==> src/rtl/frame_generator.sv <==
// Ethernet-style test frame generator: Avalon-configured header and seeded payload,
// streamed as 16-bit words on an AXI-stream egress with per-frame payload checksum.
module frame_generator #(
  parameter int DEFAULT_LEN = 8
) (
  input  logic        clk,
  input  logic        reset,
  input  logic [7:0]  writedata,
  input  logic        write,
  input  logic        chipselect,
  input  logic [7:0]  address,
  input  logic        read,
  output logic [7:0]  readdata,
  output logic [15:0] egress_port_tdata,
  output logic        egress_port_tvalid,
  input  logic        egress_port_tready,
  output logic        egress_port_tlast
);
  typedef enum logic [1:0] {IDLE, HDR, PAY} state_t;
  state_t state, state_nxt;

  logic [5:0][7:0] dst_mac, src_mac, sh_dst, sh_src;
  logic [7:0]  eth_lo, eth_hi, len_reg, seed;
  logic [15:0] sh_eth;
  logic [7:0]  sh_len, sh_seed;
  logic        continuous, stop_pend;
  logic [2:0]  hdr_idx;
  logic [7:0]  pay_idx;
  logic [7:0]  frames_sent;
  logic [31:0] checksum, accum;
  logic [7:0]  rd_mux;
  logic        wr_en, ctrl_wr, start_wr, stop_wr, hs, last_hs, snap;

  assign wr_en    = chipselect && write;
  assign ctrl_wr  = wr_en && (address == 8'd16);
  assign start_wr = ctrl_wr && writedata[0];
  assign stop_wr  = ctrl_wr && writedata[2];
  assign hs       = egress_port_tvalid && egress_port_tready;
  assign last_hs  = hs && egress_port_tlast;

  always_ff @(posedge clk or negedge reset) begin
    if (!reset) state <= IDLE;
    else        state <= state_nxt;
  end

  // A stop arriving on the very cycle of the last handshake still prevents the restart.
  always_comb begin
    state_nxt = state;
    snap      = 1'b0;
    case (state)
      IDLE: if (start_wr) begin
        state_nxt = HDR;
        snap      = 1'b1;
      end
      HDR: if (hs && hdr_idx == 3'd6) state_nxt = PAY;
      PAY: if (last_hs) begin
        if (continuous && !stop_pend && !stop_wr) begin
          state_nxt = HDR;
          snap      = 1'b1;
        end else begin
          state_nxt = IDLE;
        end
      end
      default: state_nxt = IDLE;
    endcase
  end

  always_comb begin
    egress_port_tvalid = (state != IDLE);
    egress_port_tlast  = (state == PAY) && (pay_idx == sh_len - 8'd1);
    egress_port_tdata  = '0;
    if (state == HDR) begin
      case (hdr_idx)
        3'd0:    egress_port_tdata = {sh_dst[1], sh_dst[0]};
        3'd1:    egress_port_tdata = {sh_dst[3], sh_dst[2]};
        3'd2:    egress_port_tdata = {sh_dst[5], sh_dst[4]};
        3'd3:    egress_port_tdata = {sh_src[1], sh_src[0]};
        3'd4:    egress_port_tdata = {sh_src[3], sh_src[2]};
        3'd5:    egress_port_tdata = {sh_src[5], sh_src[4]};
        3'd6:    egress_port_tdata = sh_eth;
        default: egress_port_tdata = '0;
      endcase
    end else if (state == PAY) begin
      egress_port_tdata = {sh_seed, pay_idx};
    end
  end

  always_ff @(posedge clk or negedge reset) begin
    if (!reset) begin
      dst_mac <= '0;
      src_mac <= '0;
      eth_lo  <= '0;
      eth_hi  <= '0;
      len_reg <= 8'(DEFAULT_LEN);
      seed    <= '0;
    end else if (wr_en) begin
      for (int i = 0; i < 6; i++) begin
        if (address == 8'(i))     dst_mac[i] <= writedata;
        if (address == 8'(i + 6)) src_mac[i] <= writedata;
      end
      case (address)
        8'd12:   eth_lo  <= writedata;
        8'd13:   eth_hi  <= writedata;
        8'd14:   len_reg <= writedata;
        8'd15:   seed    <= writedata;
        default: ;
      endcase
    end
  end

  // Stop only needs to be remembered when a frame is running or starting with it.
  always_ff @(posedge clk or negedge reset) begin
    if (!reset) begin
      continuous <= 1'b0;
      stop_pend  <= 1'b0;
    end else begin
      if (ctrl_wr) continuous <= writedata[1] && !writedata[2];
      if (last_hs)
        stop_pend <= 1'b0;
      else if (stop_wr && (state != IDLE || start_wr))
        stop_pend <= 1'b1;
    end
  end

  always_ff @(posedge clk or negedge reset) begin
    if (!reset) begin
      sh_dst      <= '0;
      sh_src      <= '0;
      sh_eth      <= '0;
      sh_len      <= 8'd1;
      sh_seed     <= '0;
      hdr_idx     <= '0;
      pay_idx     <= '0;
      accum       <= '0;
      checksum    <= '0;
      frames_sent <= '0;
    end else begin
      if (snap) begin
        sh_dst  <= dst_mac;
        sh_src  <= src_mac;
        sh_eth  <= {eth_hi, eth_lo};
        sh_len  <= (len_reg == 8'd0) ? 8'd1 : len_reg;
        sh_seed <= seed;
        hdr_idx <= '0;
        pay_idx <= '0;
        accum   <= '0;
      end else if (hs) begin
        if (state == HDR) begin
          hdr_idx <= hdr_idx + 3'd1;
        end else begin
          pay_idx <= pay_idx + 8'd1;
          accum   <= accum + {16'd0, egress_port_tdata};
        end
      end
      if (last_hs) begin
        checksum    <= accum + {16'd0, egress_port_tdata};
        frames_sent <= frames_sent + 8'd1;
      end
    end
  end

  always_comb begin
    rd_mux = '0;
    for (int i = 0; i < 6; i++) begin
      if (address == 8'(i))     rd_mux = dst_mac[i];
      if (address == 8'(i + 6)) rd_mux = src_mac[i];
    end
    case (address)
      8'd12:   rd_mux = eth_lo;
      8'd13:   rd_mux = eth_hi;
      8'd14:   rd_mux = len_reg;
      8'd15:   rd_mux = seed;
      8'd16:   rd_mux = {6'd0, continuous, 1'b0};
      8'd17:   rd_mux = {6'd0, continuous, state != IDLE};
      8'd18:   rd_mux = frames_sent;
      8'd20:   rd_mux = checksum[7:0];
      8'd21:   rd_mux = checksum[15:8];
      8'd22:   rd_mux = checksum[23:16];
      8'd23:   rd_mux = checksum[31:24];
      default: ;
    endcase
  end

  always_ff @(posedge clk or negedge reset) begin
    if (!reset)                  readdata <= '0;
    else if (chipselect && read) readdata <= rd_mux;
    else                         readdata <= '0;
  end

endmodule

==> config.mk <==
export PLATFORM = sky130hd
export DESIGN_NAME = frame_generator
export DESIGN_NICKNAME = d
export VERILOG_FILES = /design/src/rtl/frame_generator.sv
export SDC_FILE = /design/constraint.sdc
export NUM_CORES = 1
export LEC_CHECK = 0
export BUFFER_PORTS_ARGS = -buffer_cell sky130_fd_sc_hd__buf_2
export CAP_MARGIN = 20
export CORE_MARGIN = 2
export CORE_UTILIZATION = 35
export DETAILED_ROUTE_END_ITERATION = 7
export PLACE_DENSITY = 0.59
export RECOVER_POWER = 50
export SETUP_SLACK_MARGIN = 0.02
export SLEW_MARGIN = 20
export SYNTH_ARGS = -nofsm -noshare
export SYNTH_HDL_FRONTEND = slang
export SYNTH_SLANG_ARGS = --single-unit
==> constraint.sdc <==
create_clock -name clk -period 6.35 [get_ports clk]
set_clock_uncertainty 0.05 [all_clocks]
set_input_delay 0.635 -clock clk [delete_from_list [all_inputs] [get_ports clk]]
set_output_delay 0.635 -clock clk [all_outputs]
set_load 0.01 [all_outputs]
==> flow_summary.html <==
<table>
<tr><th>Metric</th><th>Value</th></tr>
<tr><th colspan="2">Clock network</th></tr>
<tr><td>CTS tree</td><td>done</td></tr>
<tr><td>CTS root buf</td><td>sky130_fd_sc_hd__clkbuf_16</td></tr>
<tr><td># hold bufs at CTS</td><td>0</td></tr>
<tr><td>Buffers from clock root to sink, at most</td><td>3</td></tr>
<tr><td>Count of cells resized by post-cts repair</td><td>0</td></tr>
<tr><td>Cts bufs inserted</td><td>38</td></tr>
<tr><td>Clock-pin slew reported for the worst setup and hold paths after clock tree synthesis</td><td>0.06 ns</td></tr>
<tr><td>Post-CTS setup buffers</td><td>0</td></tr>
<tr><td># H-tree levels</td><td>2</td></tr>
<tr><td>Clock insertion delay at the later pin of the skew report</td><td>0.57 ns</td></tr>
<tr><td>Number of sinks on the clock net</td><td>351</td></tr>
<tr><th colspan="2">Synth</th></tr>
<tr><td>Area share of fa/ha/maj cells after synthesis</td><td>between 1.5 and 2%</td></tr>
<tr><td>Net count after synthesis</td><td>1,510</td></tr>
<tr><td>Synthesized-area fraction occupied by and/or/nand/nor cells</td><td>between 8 and 9%</td></tr>
<tr><td>Synth Area in Compound Gates</td><td>11.73%</td></tr>
<tr><td>Number of distinct library cells after synthesis</td><td>74</td></tr>
<tr><td>Seq/Total Area, Yosys</td><td>~50%</td></tr>
<tr><td>Share of flip-flops with an asynchronous set or reset</td><td>100.0%</td></tr>
<tr><td>Share of synthesized area spent on multiplexers</td><td>21.91%</td></tr>
<tr><td>Synthesized cell area</td><td>~17,000 um2</td></tr>
<tr><td>XOR/XNOR share of the synthesized area</td><td>approximately 2.8%</td></tr>
<tr><td>Number of standard cells after synthesis</td><td>~1,500</td></tr>
<tr><td>Synthesis-stage register bit count</td><td>roughly 350</td></tr>
<tr><td>Mean post-synth cell area</td><td>11.90 um2</td></tr>
<tr><td>Number of enable-type register cells in the synthesized netlist</td><td>0</td></tr>
<tr><td>Main flop type after synthesis</td><td>sky130_fd_sc_hd__dfrtp_1</td></tr>
<tr><td>Count of yosys warnings during synthesis</td><td>0</td></tr>
<tr><td>Main combinational cell family by area after synthesis</td><td>multiplexers</td></tr>
<tr><th colspan="2">Routing</th></tr>
<tr><td>Total wire length after detailed routing</td><td>~53,000 um</td></tr>
<tr><td>Drt first pass iters</td><td>8</td></tr>
<tr><td>Vias/cell</td><td>5.732</td></tr>
<tr><td>Average wire per cell in the routed design</td><td>approximately 24 um</td></tr>
<tr><td>Count of antenna-violating nets left after detailed routing</td><td>0</td></tr>
<tr><td>Via total after detailed routing</td><td>around 12,000</td></tr>
<tr><td>Iter 0 DRT Violations</td><td>about 1,300</td></tr>
<tr><td>Post-route DRC violation count</td><td>0</td></tr>
<tr><th colspan="2">Timing</th></tr>
<tr><td>Setup TNS Final</td><td>0 ns</td></tr>
<tr><td>Final Hold Viols</td><td>0</td></tr>
<tr><td>RSZ-0062 raised after global routing</td><td>no</td></tr>
<tr><td>Min Clock Period, post-route</td><td>approximately 5.2 ns</td></tr>
<tr><td>Worst Max-Slew Pin Slew</td><td>between 3 and 4 ns</td></tr>
<tr><td>Final setup violating endpoints</td><td>0</td></tr>
<tr><td>Remaining max-slew budget at the tightest pin</td><td>-101.9%</td></tr>
<tr><td>Portion of the clock cycle consumed by the worst path in the final layout</td><td>around 82%</td></tr>
<tr><td>Highest Clock Rate</td><td>roughly 190 MHz</td></tr>
<tr><td>Final count of pins violating max slew</td><td>between 300 and 400</td></tr>
<tr><th colspan="2">Floorplan</th></tr>
<tr><td>I/O pin count</td><td>48</td></tr>
<tr><td>Die H</td><td>between 200 and 250 um</td></tr>
<tr><td>Chip width</td><td>about 230 um</td></tr>
<tr><td>Effective utilization at floorplan</td><td>approximately 35%</td></tr>
<tr><td>Total die area</td><td>about 52,000 um2</td></tr>
<tr><td>Area of the core region</td><td>between 40,000 and 50,000 um2</td></tr>
<tr><td>Standard-cell rows</td><td>slightly above 80</td></tr>
<tr><th colspan="2">Power and ir drop</th></tr>
<tr><td>Maximum VDD drop</td><td>approximately 0.00019 V</td></tr>
<tr><td>Lkg Pwr</td><td>around 0.009 uW</td></tr>
<tr><td>Pwr Density</td><td>about 280 nW/um2</td></tr>
<tr><th colspan="2">GRT</th></tr>
<tr><td>Vias in the first global route</td><td>12,380</td></tr>
<tr><td>Gr ovfl total</td><td>0</td></tr>
<tr><td>GRT Util Overall</td><td>between 20% and 30%</td></tr>
<tr><td>Antenna violations before repair</td><td>3</td></tr>
<tr><td>Global-route wire length before repair</td><td>slightly above 80,000 um</td></tr>
<tr><td>Largest net degree at the start of global routing</td><td>~160</td></tr>
<tr><th colspan="2">Final layout</th></tr>
<tr><td>Area growth from synthesis to layout</td><td>12.00%</td></tr>
<tr><td>Sequential Area</td><td>roughly 9000 um2</td></tr>
<tr><td>Area used by multi-input combinational logic</td><td>8125 um2</td></tr>
<tr><td>Fill cells</td><td>between 4,000 and 5,000</td></tr>
<tr><td>Fraction of final layout cells sized beyond drive strength 1</td><td>27.59%</td></tr>
<tr><td>Non-Filler Cell Area, Final</td><td>around 20,000 um2</td></tr>
<tr><td>Number of nets in the layout</td><td>1,527</td></tr>
<tr><th colspan="2">Status</th></tr>
<tr><td>Failing checks</td><td>max-capacitance violations, max-slew violations</td></tr>
<tr><td>Result of the run</td><td>complete, but fails checks</td></tr>
<tr><th colspan="2">Worst setup path</th></tr>
<tr><td>Maximum fanout along the worst path</td><td>62</td></tr>
<tr><td>Endpoint type of the worst setup path</td><td>flip-flop</td></tr>
<tr><td>Data arrival time of the worst path</td><td>5.59 ns</td></tr>
<tr><td>Critical Setup Path Class</td><td>primary input to flip-flop</td></tr>
<tr><td>Required arrival time at the worst endpoint</td><td>6.75 ns</td></tr>
<tr><td>Type of element launching the critical path</td><td>primary input</td></tr>
<tr><th colspan="2">Job</th></tr>
<tr><td>Maximum capacitance violations</td><td>5</td></tr>
<tr><th colspan="2">Placement</th></tr>
<tr><td>Final GP Congestion</td><td>between 0.8 and 0.9</td></tr>
<tr><td>Detailed placement HPWL</td><td>~36,000 um</td></tr>
<tr><td>Count of input and output buffers</td><td>47</td></tr>
<tr><td>Area after DPL</td><td>roughly 18,000 um2</td></tr>
<tr><th colspan="2">Min path</th></tr>
<tr><td>Min-delay worst type</td><td>flip-flop to flip-flop</td></tr>
</table>
-- cells by family (layout without fill, tap and decap cells) --
kind of cell / after synthesis / after routing
compound gates: 310 / 310
xor+xnor: 55 / 55
fa+ha+maj: 25 / 25
buf+inv: 111 / 156
flops: 351 / 351
mux: 307 / 307
other cells: 0 / 3
simple gates: 304 / 304
-- area by class of cell --
cell class / instances / share of cell area (%)
sequential: 351 / 45.07
multi-input combinational: 1001 / 41.68
clock buffer: 59 / 6.059
tap: 664 / 4.262
timing repair buffer: 69 / 2.041
clock inverter: 9 / 0.4750
inverter: 19 / 0.3659
antenna: 3 / 0.03851
-- synthesized netlist by cell type (13+ instances only) --
library cell | instances | area, um2
sky130_fd_sc_hd__a22oi_1 | 15 | 112.6
sky130_fd_sc_hd__nand2_1 | 136 | 510.5
sky130_fd_sc_hd__mux2_2 | 200 | 2252
sky130_fd_sc_hd__mux2i_1 | 30 | 300.3
sky130_fd_sc_hd__a31oi_1 | 16 | 100.1
sky130_fd_sc_hd__xnor2_1 | 29 | 254.0
sky130_fd_sc_hd__a22o_1 | 13 | 113.9
sky130_fd_sc_hd__a21oi_1 | 69 | 345.3
sky130_fd_sc_hd__o21ai_0 | 93 | 465.5
sky130_fd_sc_hd__inv_1 | 17 | 63.81
sky130_fd_sc_hd__dfrtp_1 | 349 | 8733
sky130_fd_sc_hd__a222oi_1 | 32 | 320.3
sky130_fd_sc_hd__nand3_1 | 20 | 100.1
sky130_fd_sc_hd__xor2_1 | 26 | 227.7
sky130_fd_sc_hd__nor2_1 | 52 | 195.2
sky130_fd_sc_hd__mux2_4 | 63 | 945.9
sky130_fd_sc_hd__ha_1 | 24 | 300.3
sky130_fd_sc_hd__buf_2 | 15 | 75.07
sky130_fd_sc_hd__nor3_1 | 28 | 140.1
sky130_fd_sc_hd__mux4_2 | 14 | 315.3
sky130_fd_sc_hd__clkbuf_1 | 62 | 232.7
-- metal layers --
layer	global-route usage, %	routed length, um
met1	29.99	24090
met2	31.76	23610
met3	4.350	3910
met4	6.051	1308
met5	0	0
-- where the power goes --
group          switching, uW  internal [uW]  total, uW
logic                    468            211        679
clock network            959           1330       2290
registers               85.6           2310       2400
total                   1510           3850       5360
-- worst paths after layout --
check / startpoint / depth (start not counted) / to / slack, ns
max: address[0] / 8 / sh_dst[21]$_DFFE_PN0P_ / 1.16
min: frames_sent[7]$_DFFE_PN0P_ / 1 / frames_sent[7]$_DFFE_PN0P_ / 0.43
max reg2reg: hdr_idx[2]$_DFFE_PN0P_ / 13 / accum[22]$_DFFE_PN0P_ / 1.19
min reg2reg: frames_sent[7]$_DFFE_PN0P_ / 1 / frames_sent[7]$_DFFE_PN0P_ / 0.43
max in group asynchronous: reset / 2 / checksum[22]$_DFFE_PN0P_ / 1.60
min in group asynchronous: reset / 1 / dst_mac[11]$_DFFE_PN0P_ / 0.92
-- cells in the final DEF (no fill, tap or decap), types with 29 or more instances in the layout --
cell	Yosys	routed
sky130_fd_sc_hd__a21oi_1	69	69
sky130_fd_sc_hd__a222oi_1	32	32
sky130_fd_sc_hd__buf_2	15	36
sky130_fd_sc_hd__clkbuf_16	0	39
sky130_fd_sc_hd__dfrtp_1	349	349
sky130_fd_sc_hd__mux2_2	200	200
sky130_fd_sc_hd__mux2_4	63	63
sky130_fd_sc_hd__mux2i_1	30	30
sky130_fd_sc_hd__nand2_1	136	136
sky130_fd_sc_hd__nor2_1	52	52
sky130_fd_sc_hd__o21ai_0	93	93
sky130_fd_sc_hd__xnor2_1	29	29
-- worst max-delay path: stages --
cell and delay, ns:
sky130_fd_sc_hd__clkbuf_1 0.61, sky130_fd_sc_hd__nor4bb_1 0.99, sky130_fd_sc_hd__nor4b_1 1.44, sky130_fd_sc_hd__nand2_1 0.21, sky130_fd_sc_hd__nor2_1 0.24, sky130_fd_sc_hd__a31o_4 0.20
sky130_fd_sc_hd__buf_4 0.75, sky130_fd_sc_hd__mux2_2 0.42
-- per-stage QoR --
step                      hold slack, ns  std cells  utilization, %  setup WS [ns]  power [uW]
after floorplan                   0.2894       1463               -          1.891        2849
after global placement            0.3985       2104           37.22          1.339        3094
after detailed placement          0.4123       2104           37.23          1.306        3113
after CTS                         0.1186       2172           39.83          1.266        5403
after global routing              0.4599       2174           39.73         0.7314        5569
final                             0.4308       2175           39.74          1.161        5364
Power figures use the tool's default switching activity.
